[src/rtl/iccm_align_pkg.sv]
// Shared types and width helpers for the ICCM fetch realignment stage.
// Derived widths are computed here so the top and the slice mux always agree.
package iccm_align_pkg;

  typedef enum logic [1:0] {
    IDLE  = 2'd0,
    WAIT0 = 2'd1,
    WAIT1 = 2'd2
  } fetch_state_e;

  function automatic int calc_bank_w(input int slice_w, input int slices_per_word);
    return slice_w * slices_per_word;
  endfunction

  // Slices per word is a power of two of at least 2, so this is an exact log2.
  function automatic int calc_off_w(input int slices_per_word);
    return $clog2(slices_per_word);
  endfunction

  function automatic int calc_out_w(input int slice_w, input int out_slices);
    return slice_w * out_slices;
  endfunction

  function automatic logic is_span(input int off, input int out_slices, input int slices_per_word);
    return (off + out_slices) > slices_per_word;
  endfunction

endpackage

[src/rtl/iccm_slice_mux.sv]
// Combinational extraction of OUT_SLICES consecutive slices from a two-word window.
// No latency, no flow control; the hi word only contributes when span is set.
module iccm_slice_mux
  import iccm_align_pkg::*;
#(
  parameter int  SLICE_W         = 3,
  parameter int  SLICES_PER_WORD = 4,
  parameter int  OUT_SLICES      = 2,
  localparam int BANK_W          = calc_bank_w(SLICE_W, SLICES_PER_WORD),
  localparam int OFF_W           = calc_off_w(SLICES_PER_WORD),
  localparam int OUT_W           = calc_out_w(SLICE_W, OUT_SLICES)
) (
  input  logic [2*BANK_W-1:0] words,
  input  logic [OFF_W-1:0]    off,
  input  logic                span,
  output logic [OUT_W-1:0]    slices
);

  logic [2*BANK_W-1:0] window;

  always_comb begin
    // Zero the hi word when not spanning so stale bank data never leaks through.
    window = span ? words : {{BANK_W{1'b0}}, words[BANK_W-1:0]};
    slices = window[int'(off) * SLICE_W +: OUT_W];
  end

endmodule

[src/rtl/iccm_fetch_align.sv]
// Fetch realignment: one or two ICCM word reads per request, aligned slices out.
// Latency 2 (in-word) or 3 (spanning); output held until out_ready, no new request meanwhile.
module iccm_fetch_align
  import iccm_align_pkg::*;
#(
  parameter int  SLICE_W         = 3,
  parameter int  SLICES_PER_WORD = 4,
  parameter int  OUT_SLICES      = 2,
  parameter int  ADDR_W          = 8,
  localparam int BANK_W          = calc_bank_w(SLICE_W, SLICES_PER_WORD),
  localparam int OFF_W           = calc_off_w(SLICES_PER_WORD),
  localparam int OUT_W           = calc_out_w(SLICE_W, OUT_SLICES),
  localparam int WORD_W          = ADDR_W - OFF_W
) (
  input  logic              clk,
  input  logic              rst_l,
  input  logic              flush,
  input  logic              req_valid,
  input  logic [ADDR_W-1:0] req_addr,
  output logic              req_ready,
  output logic              bank_rd_en,
  output logic [WORD_W-1:0] bank_rd_addr,
  input  logic [BANK_W-1:0] bank_dout,
  output logic              out_valid,
  output logic [OUT_W-1:0]  out_data,
  input  logic              out_ready
);

  fetch_state_e      state;
  fetch_state_e      state_nxt;
  logic [OFF_W-1:0]  off_q;
  logic              span_q;
  logic [WORD_W-1:0] word_q;
  logic [BANK_W-1:0] lo_q;
  logic [WORD_W-1:0] rd_addr_q;
  logic [WORD_W-1:0] rd_addr_nxt;
  logic              accept;
  logic              capture_lo;
  logic              capture_out;
  logic [BANK_W-1:0] mux_lo;
  logic [OUT_W-1:0]  mux_out;

  // Gated by rst_l so no read strobe escapes while reset is held.
  assign req_ready = rst_l && (state == IDLE) && !out_valid && !flush;
  assign accept    = req_valid && req_ready;

  always_ff @(posedge clk or negedge rst_l) begin
    if (!rst_l) begin
      state <= IDLE;
    end else begin
      state <= state_nxt;
    end
  end

  always_comb begin
    state_nxt   = state;
    bank_rd_en  = 1'b0;
    rd_addr_nxt = rd_addr_q;
    capture_lo  = 1'b0;
    capture_out = 1'b0;
    if (flush) begin
      state_nxt = IDLE;
    end else begin
      case (state)
        IDLE: begin
          if (accept) begin
            bank_rd_en  = 1'b1;
            rd_addr_nxt = req_addr[ADDR_W-1:OFF_W];
            state_nxt   = WAIT0;
          end
        end
        WAIT0: begin
          if (span_q) begin
            capture_lo  = 1'b1;
            bank_rd_en  = 1'b1;
            rd_addr_nxt = word_q + WORD_W'(1);
            state_nxt   = WAIT1;
          end else begin
            capture_out = 1'b1;
            state_nxt   = IDLE;
          end
        end
        WAIT1: begin
          capture_out = 1'b1;
          state_nxt   = IDLE;
        end
        default: state_nxt = IDLE;
      endcase
    end
  end

  // Address is visible in the strobe cycle and then held by rd_addr_q.
  assign bank_rd_addr = rd_addr_nxt;

  always_ff @(posedge clk or negedge rst_l) begin
    if (!rst_l) begin
      off_q     <= '0;
      span_q    <= 1'b0;
      word_q    <= '0;
      lo_q      <= '0;
      rd_addr_q <= '0;
    end else begin
      rd_addr_q <= rd_addr_nxt;
      if (accept) begin
        off_q  <= req_addr[OFF_W-1:0];
        span_q <= is_span(int'(req_addr[OFF_W-1:0]), OUT_SLICES, SLICES_PER_WORD);
        word_q <= req_addr[ADDR_W-1:OFF_W];
      end
      if (capture_lo) begin
        lo_q <= bank_dout;
      end
    end
  end

  // In WAIT1 the first word was parked in lo_q and bank_dout is the second.
  assign mux_lo = (state == WAIT1) ? lo_q : bank_dout;

  iccm_slice_mux #(
    .SLICE_W         (SLICE_W),
    .SLICES_PER_WORD (SLICES_PER_WORD),
    .OUT_SLICES      (OUT_SLICES)
  ) u_slice_mux (
    .words  ({bank_dout, mux_lo}),
    .off    (off_q),
    .span   (span_q),
    .slices (mux_out)
  );

  always_ff @(posedge clk or negedge rst_l) begin
    if (!rst_l) begin
      out_valid <= 1'b0;
      out_data  <= '0;
    end else if (flush) begin
      out_valid <= 1'b0;
    end else if (capture_out) begin
      out_valid <= 1'b1;
      out_data  <= mux_out;
    end else if (out_valid && out_ready) begin
      out_valid <= 1'b0;
    end
  end

endmodule
[config.mk]
export PLATFORM = sky130hd
export DESIGN_NAME = iccm_fetch_align
export DESIGN_NICKNAME = d
export VERILOG_FILES = /design/src/rtl/iccm_align_pkg.sv /design/src/rtl/iccm_slice_mux.sv /design/src/rtl/iccm_fetch_align.sv
export SDC_FILE = /design/constraint.sdc
export NUM_CORES = 1
export LEC_CHECK = 0
export ABC_AREA = 1
export CORE_ASPECT_RATIO = 1.75
export CORE_MARGIN = 5
export CORE_UTILIZATION = 27
export DETAILED_ROUTE_END_ITERATION = 8
export DONT_BUFFER_PORTS = 1
export MAX_ROUTING_LAYER = met4
export SETUP_SLACK_MARGIN = 0.1
export SLEW_MARGIN = 0
export SYNTH_ARGS = -nofsm -noshare
export SYNTH_HDL_FRONTEND = slang
export SYNTH_SLANG_ARGS = --single-unit
[constraint.sdc]
create_clock -name clk -period 2 [get_ports clk]
set_input_delay 0.5 -clock clk [delete_from_list [all_inputs] [get_ports clk]]
set_output_delay 0.5 -clock clk [all_outputs]
set_load 0.01 [all_outputs]
==> results.toml, run 1 <==
[clock_tree]
cts_sinks = 36
insertion_delay_ns = 0.28
root_buffer = "clkbuf_16"
clkTransAtPathRegs_ns = 0.06
cts_buffer_depth = 2
cts_buffers = 5
htree_levels = 2
cts_tree = "yes"

[drt]
drtIter0Drc = 222
num_vias = 2540
drtPass1Iterations = 5
drc = 0
post_drt_wl_per_cell_um = 15.9
ant_nets = 0
routed_wl_um = 7940
viasPerCell = 5.07

[timing]
setup_slack_ns = -0.267
rsz0062_at_grt = "yes"
setup_violations = 7
skew_ns = 0.00677
max_slew_margin_pct = 76.0
fin_crit_ns = 2.27
tightest_slew_ns = 0.360
hold_slack_ns = 0.0435
clock.fmax_mhz = 441
hold_viol = 0
finalCritPeriodShare_pct = 113
drv_slew = 0

[global_routing]
grt_use_total_pct = 15.5
met3_usage_pct = 3.67
antenna_found_initial = 0
grt_busiest_layer = "met2"
grt_max_degree = 37
grt.met2_usage_pct = 27.4
grt_pass1_wl_um = 12800
gr-total-overflow = 0
grt_pass1_vias = 2549
grtUsageMet1_pct = 15.7

[cells_and_area]
drive_gt1_share_pct = 21.1
design_area_mm2 = 0.00302
num-fill-cells = 970
diodes = 0
stdcell_count = 501
area_growth_pct = 26.4
nets = 414

[power]
pwr_density_cell_mw_per_mm2 = 1700
pwr-share-clk_pct = 17.6
p_leak_nw = 1.48
switching_share_pct = 47.4
pwr-share-seq_pct = 25.4
combPwrFrac_pct = 57.0
total_power_mw = 5.15
power.internal_mw = 2.71
peakVddDrop_mv = 0.638
power.switching_mw = 2.44

[worst_setup_path]
r2r_end = "out_data[2]$_DFFE_PN0P_"
crit_type = "flop to output port"
crit_required_ns = 1.50
crit_fanout = 5
timing.rr.start = "state[0]$_DFFE_PN0P_"
arrival_ns = 1.77
start_kind = "flop"
endpoint_kind = "output port"
regToRegSetupSlack_ns = 0.26
rr_worst_depth = 12

[floorplanning]
start_util_pct = 27.6
io_pins = 40
rows = 45
fp.dieW_um = 81.1
coreArea_mm2 = 0.00867
dieArea_mm2 = 0.0109
die-height_um = 134

[synthesis]
synth.distinct_cells = 20
syn_area_mm2 = 0.00239
syn_inst = 359
synth_seq_cells = 36
seq_area_frac_synth_pct = 37.7
ys_warn_count = 0
synth.net_count = 390
avgSynthCellArea_um2 = 6.66

[place]
dp_hpwl_um = 5930
dp_cells = 481
portBuffers = 0
dpl-instance-area_mm2 = 0.00261
gp_congestion = 0.935

[outcome]
status = "finished, violations left"
violations = "negative setup slack"

[run]
drv_cap = 0

[hold_path]
min_path_type = "input pin to async pin"
==> final cells by class <==
class,instances,area [um2],area share [%]
sequential,36,901,29.8
timing repair buffer,32,265,8.78
tap,117,146,4.84
clock inverter,3,42.5,1.41
clock buffer,5,125,4.14
multi-input combinational,286,1450,48.1
inverter,22,87.6,2.90
==> critical path: stages (launching register included) <==
cell and delay [ns]:
dfrtp_1 0.40, inv_2 0.09, ha_4 0.15, nand2_4 0.06, nor3b_4 0.23, nand2_4 0.13
buf_4 0.16, buf_6 0.11, a21oi_4 0.14
==> Yosys cell counts <==
cell	count	area share, %
nand2_1	130	20
nand3_1	102	21
dfrtp_1	36	38
inv_1	13	2.0
o21ai_1	13	2.7
nor2_1	10	1.6
buf_2	9	1.9
inv_2	9	1.4
a21oi_1	8	1.7
o21ai_0	8	1.7
ha_1	6	3.1
clkbuf_1	3	0.47
nand2_2	3	0.79
buf_4	2	0.63
nor2_2	2	0.52
buf_1	1	0.16
nand4_1	1	0.26
nor2_4	1	0.47
nor3b_4	1	0.79
o21bai_1	1	0.31
==> through the flow <==
step           utilization [%]  setup TNS [ns]  setup WS (ns)
2_1_floorplan                -               0         0.0178
6_report                  34.8           -1.79         -0.267
5_1_grt                   34.8           -2.48         -0.360
3_3_place_gp              30.1         -0.0142        -0.0142
3_5_place_dp              30.1          -0.283        -0.0546
4_1_cts                   33.8           -1.75         -0.265
==> worst max path at each step <==
| stage | cells after the start | slack (ns) | start | endpoint |
|---|---|---|---|---|
| after floorplan | 9 | 0.02 | state[0]$_DFFE_PN0P_ | bank_rd_addr[4] |
| after global placement | 10 | -0.01 | state[0]$_DFFE_PN0P_ | bank_rd_addr[3] |
| after detailed placement | 9 | -0.05 | state[0]$_DFFE_PN0P_ | bank_rd_addr[5] |
| after CTS | 9 | -0.27 | state[1]$_DFFE_PN0P_ | bank_rd_addr[1] |
| after global routing | 9 | -0.36 | state[0]$_DFFE_PN0P_ | bank_rd_addr[2] |
| final | 8 | -0.27 | state[0]$_DFFE_PN0P_ | bank_rd_en |
==> per-layer routing <==
layer	vias up	part of all wire (%)
met5	-	0
met4	0	3.8
met3	22	6.9
met2	102	55
met1	1178	35
li1	1238	-
==> power groups by stage <==
| stage | logic (mW) | clock network [mW] | registers [mW] |
|---|---|---|---|
| after CTS | 2.79 | 0.915 | 1.30 |
| after detailed placement | 2.63 | 0 | 1.31 |
| final | 2.94 | 0.906 | 1.31 |
| after global routing | 3.28 | 0.953 | 1.35 |
| after global placement | 2.61 | 0 | 1.29 |
| after floorplan | 1.99 | 0 | 1.24 |
==> placed cells by master (no fill, tap or decap), types with 5 or more instances in the layout <==
cell / n
clkbuf_16: 5
nand2_2: 10
inv_2: 10
o21ai_0: 5
dfrtp_1: 36
o21ai_1: 9
nor2_1: 9
nand3_1: 102
buf_4: 26
inv_1: 10
nand2_1: 119
o21ai_2: 7
a21oi_1: 7
==> cell families after synthesis <==
family                   Yosys count  share of synthesized area, %
flip-flops                        36                          37.7
AND/OR/NAND/NOR                  250                          46.2
adder cells (fa/ha/maj)            6                          3.14
AO/OA/AOI/OAI                     30                          6.39
buffers and inverters             37                          6.60
==> sequential cells by signal, summed over array words and instances, names as in the netlist <==
name / count
lo_q: 12
off_q: 2
out_data: 6
out_valid: 1
rd_addr_q: 6
span_q: 1
state: 2
word_q: 6
==> repair_timing <==
action / in CTS / in global routing
pin swaps: 13 / 14
setup buffers: 8 / 2
endpoints found under the hold margin: 36 / 0
hold buffers: 1 / 0
cloned: 0 / 1
gates resized for setup: 20 / 23
setup endpoints to repair: 7 / 14
No activity file was read; power rests on OpenSTA's default activity.
==> run 2: changes to the inputs <==
- CORE_MARGIN: 5 -> default
==> results.toml, run 2 (synthesis results as in run 1) <==
[drt]
drtIter0Drc = 162
viasPerCell = 5.01
drc = 0
ant_nets = 0
routed_wl_um = 7600
num_vias = 2565
drtPass1Iterations = 4
post_drt_wl_per_cell_um = 14.8

[timing]
fin_setup_tns_ns = -2.10
skew_ns = 0.0100
tightest_slew_ns = 0.358
rsz0062_at_grt = "yes"
max_slew_margin_pct = 76.1
hold_viol = 0
fin_crit_ns = 2.31
setup_violations = 7
drv_slew = 0
setup_slack_ns = -0.312
finalCritPeriodShare_pct = 116
clock.fmax_mhz = 433
hold_slack_ns = 0.0494

[worst_setup_path]
crit_type = "flop to output port"
critPathLaunch = "state[1]$_DFFE_PN0P_"
crit_required_ns = 1.50
timing.rr.start = "state[1]$_DFFE_PN0P_"
crit_fanout = 6
start_kind = "flop"
endpoint_kind = "output port"
arrival_ns = 1.81

[cells_and_area]
regMostFlops = "lo_q"
multi_input_area_mm2 = 0.00149
final_cell_mix = "nand2_1, nand3_1, dfrtp_1, buf_4, inv_1"
nets = 425
utilization_pct = 36.6
final_common_cell = "nand2_1"
area_growth_pct = 31.9
num-fill-cells = 875
largest_register_ff_count = 12
diodes = 0
design_area_mm2 = 0.00315
drive_gt1_share_pct = 24.1
register_area_um2 = 901
stdcell_count = 512

[place]
dp_hpwl_um = 5620
gp_congestion = 0.940
dp_cells = 486
pre_cts_slack_ns = -0.112
portBuffers = 0
dpl-instance-area_mm2 = 0.00265

[floorplanning]
rows = 45
start_util_pct = 27.7
dieArea_mm2 = 0.00925
coreArea_mm2 = 0.00861
die-height_um = 126
fp.dieW_um = 73.1
io_pins = 40

[power]
total_power_mw = 5.07
pwr_density_cell_mw_per_mm2 = 1610
p_leak_nw = 1.55
peakVddDrop_mv = 0.715

[outcome]
violations = "negative setup slack"
status = "finished, violations left"

[global_routing]
antenna_found_initial = 0
grt_max_degree = 37
grt_use_total_pct = 17.9
grt_pass1_wl_um = 12400
gr-total-overflow = 0
grt_pass1_vias = 2593

[clock_tree]
htree_levels = 2
insertion_delay_ns = 0.28
cts_sinks = 36
root_buffer = "clkbuf_16"
cts_buffers = 5
cts_tree = "yes"
cts_buffer_depth = 2
clkTransAtPathRegs_ns = 0.06

[hold_path]
min_path_type = "input pin to async pin"

[run]
drv_cap = 0
## run 2: per-layer routing
| layer | global-route usage, % | share of wire, % |
|---|---|---|
| met2 | 31.3 | 53 |
| met5 | - | 0 |
| met3 | 4.29 | 5.7 |
| met1 | 18.0 | 36 |
| met4 | 8.88 | 4.9 |
## run 2: cell type report
| type | instances | share of cell area (%) |
|---|---|---|
| tap | 117 | 4.64 |
| multi-input combinational | 286 | 47.4 |
| timing repair buffer | 43 | 11.8 |
| clock inverter | 3 | 0.675 |
| clock buffer | 5 | 3.97 |
| inverter | 22 | 2.94 |
| sequential | 36 | 28.6 |
## run 2: timing repair
item / CTS / global route
endpoints found under the hold margin: 36 / 0
endpoints found under the setup margin: 8 / 13
pin swaps: 11 / 11
hold buffers: 1 / 0
buffers inserted: 11 / 11
gates resized for setup: 37 / 19
## run 2: power by group
group	leakage (nW)	switching, mW	internal (mW)
Combinational	1.02	1.84	1.13
Sequential	0.462	0.273	1.05
Clock	0.0702	0.320	0.464
## run 2: worst max-delay path: stages, from the launching register on
cell and delay (ns):
dfrtp_1 0.39, inv_2 0.09, ha_4 0.15, nand2_4 0.05, nor3b_4 0.24, nand2_4 0.17, nand2_4 0.12, nand2_8 0.08
o21ai_2 0.14, nand2_2 0.09
## run 2: worst paths after layout
check	to	slack [ns]	cells past startpoint
max in group asynchronous	out_data[4]$_DFFE_PN0P_	1.75	1
setup / recovery	bank_rd_addr[0]	-0.31	9
min in group clk	out_valid$_DFFE_PN0P_	0.33	1
hold reg to reg	lo_q[1]$_DFFE_PN0P_	0.47	2
hold / removal	out_valid$_DFFE_PN0P_	0.05	1
setup reg to reg	word_q[4]$_DFFE_PN0N_	0.02	14
==> run 3: changes to the inputs <==
- CTS_BUF_LIST: default -> sky130_fd_sc_hd__clkbuf_8
- CTS_CLUSTER_SIZE: default -> 30
- SYNTH_HIERARCHICAL: default -> 1
==> results.toml, run 3 <==
[timing]
tightest_slew_ns = 0.599
hold_slack_ns = 0.0400
setup_slack_ns = -0.128
rsz0062_at_grt = "yes"
setup_violations = 7
clock.fmax_mhz = 470
max_slew_margin_pct = 60.0
skew_ns = 0.00915
hold_viol = 0
finalCritPeriodShare_pct = 106
drv_slew = 0
fin_crit_ns = 2.13

[worst_setup_path]
crit_type = "flop to output port"
timing.rr.start = "state[0]$_DFFE_PN0P_"
arrival_ns = 1.63
r2r_end = "out_data[5]$_DFFE_PN0P_"
regToRegSetupSlack_ns = 0.14
crit_fanout = 6
endpoint_kind = "output port"
start_kind = "flop"
crit_required_ns = 1.50
rr_worst_depth = 13

[synthesis]
async_flop_share_pct = 100
synth_seq_cells = 36
synth.net_count = 413
syn_inst = 382
yosysMostFrequentCell = "nand2_1"
yosysTopAreaCellShare_pct = 35.7
synth.distinct_cells = 26
ys_warn_count = 6
seq_area_frac_synth_pct = 35.7
syn_area_mm2 = 0.00252
synth.area.top_cells = "dfrtp_1, nand2_1, nand3_1, o21ai_0, inv_1"
avgSynthCellArea_um2 = 6.60
synth-main-ff-cell = "dfrtp_1"
synth-edff-count = 0
synth_common_cells = "nand2_1, nand3_1, inv_1"
synth_largest_area_cell = "dfrtp_1"

[floorplanning]
dieArea_mm2 = 0.00975
start_util_pct = 27.7
io_pins = 40
fp.dieW_um = 75.1
die-height_um = 130
coreArea_mm2 = 0.00909
rows = 46

[power]
pwr_density_cell_mw_per_mm2 = 988
p_leak_nw = 1.60
peakVddDrop_mv = 0.619

[global_routing]
grt_pass1_vias = 2508
grt_max_degree = 37
gr-total-overflow = 0
antenna_found_initial = 0
grt_pass1_wl_um = 11500
grt_use_total_pct = 16.2

[drt]
ant_nets = 0
drtPass1Iterations = 4
drtIter0Drc = 190
post_drt_wl_per_cell_um = 14.1
viasPerCell = 4.93
drc = 0
num_vias = 2558
routed_wl_um = 7310

[clock_tree]
cts_buffer_depth = 2
cts_tree = "yes"
cts_sinks = 36
clkTransAtPathRegs_ns = 0.07
insertion_delay_ns = 0.30
htree_levels = 2
cts_buffers = 5
root_buffer = "clkbuf_8"

[cells_and_area]
final_common_cell = "nand2_1"
register_area_um2 = 901
multi_input_area_mm2 = 0.00165
num-fill-cells = 1000
stdcell_count = 519
drive_gt1_share_pct = 28.8
largest_register_ff_count = 12
regMostFlops = "lo_q"
nets = 429
final_cell_mix = "nand2_1, nand3_1, inv_1, dfrtp_1, nand2_2"
diodes = 0
area_growth_pct = 27.0

[outcome]
status = "finished, violations left"
violations = "negative setup slack"

[place]
portBuffers = 0
dp_cells = 498
dp_hpwl_um = 5130
gp_congestion = 0.928

[hold_path]
min_path_type = "input pin to async pin"

[run]
drv_cap = 0
## run 3: changes by cell type after synthesis, sizes merged, moves of 2 or more
cell / before / now
inv: 22 / 45
nand3: 102 / 79
o21ai: 21 / 39
nand2: 133 / 144
a21oi: 8 / 1
nor2: 13 / 10
buf: 12 / 14
o31ai: 0 / 2
## run 3: power breakdown
part	switching (mW)	internal [mW]
clock network	0.269	0.242
logic	0.911	0.530
registers	0.214	0.999
## run 3: how the worst max path moves through the flow
stage,start,endpoint,slack (ns)
final,state[0]$_DFFE_PN0P_,bank_rd_addr[0],-0.13
after floorplan,state[0]$_DFFE_PN0P_,bank_rd_addr[4],0.17
after CTS,state[1]$_DFFE_PN0P_,bank_rd_addr[1],-0.18
after global placement,state[0]$_DFFE_PN0P_,out_data[1]$_DFFE_PN0P_,0.02
after detailed placement,state[0]$_DFFE_PN0P_,out_data[5]$_DFFE_PN0P_,-0.04
after global routing,state[1]$_DFFE_PN0P_,bank_rd_addr[1],-0.23
## run 3: layer usage
| layer | track usage [%] | vias to the layer above | routed length [um] | part of all wire [%] |
|---|---|---|---|---|
| li1 | - | 1265 | - | - |
| met1 | 15.1 | 1193 | 2490 | 34 |
| met2 | 29.6 | 75 | 4080 | 56 |
| met3 | 2.39 | 25 | 310 | 4.2 |
| met4 | 10.8 | 0 | 426 | 5.8 |
| met5 | - | - | 0 | 0 |
## run 3: area by class of cell
| cell class | instances | share of cell area [%] |
|---|---|---|
| clock buffers | 5 | 2.15 |
| clock inverters | 3 | 0.586 |
| inverters | 45 | 5.43 |
| multi-input cells | 286 | 51.4 |
| flip-flops and latches | 36 | 28.1 |
| well taps | 120 | 4.69 |
| repair buffers | 24 | 7.61 |
## run 3: logic make-up (layout without fill, tap and decap cells)
logic type | Yosys count | count (layout) | share of synthesized area, %
AND/OR/NAND/NOR | 234 | 235 | 40.5
buffers and inverters | 61 | 77 | 11.3
AO/OA/AOI/OAI | 45 | 45 | 9.57
flip-flops | 36 | 36 | 35.7
adder cells (fa/ha/maj) | 6 | 6 | 2.98
## run 3: repair_timing
| item | in CTS | in global routing |
|---|---|---|
| endpoints found under the hold margin | 36 | 0 |
| pin swaps | 12 | 24 |
| setup endpoints to repair | 14 | 14 |
| hold buffers | 1 | 0 |
| gates resized for setup | 44 | 55 |
| setup buffers | 7 | 1 |
| cloned | 1 | 3 |
## run 3: worst max-delay path, stage by stage, from the launching register on
cell and delay (ns):
dfrtp_1 0.40, inv_2 0.10, ha_4 0.15, nand2_4 0.07, inv_4 0.07, nand3_4 0.13
nand2_4 0.12, nand3_4 0.11, nand2_2 0.11, nand2_4 0.06
## run 3: through the flow
stage	total power [mW]	worst slack (ns)	TNS [ns]	instance area [um2]	utilization [%]
6_report	3.17	-0.128	-0.718	3200	35.2
4_1_cts	3.05	-0.176	-0.944	2940	32.3
3_5_place_dp	2.42	-0.0359	-0.0650	2660	29.3
3_3_place_gp	2.40	0.0234	0	2660	29.3
5_1_grt	3.45	-0.232	-1.40	3200	35.2
2_1_floorplan	2.14	0.169	0	2520	-
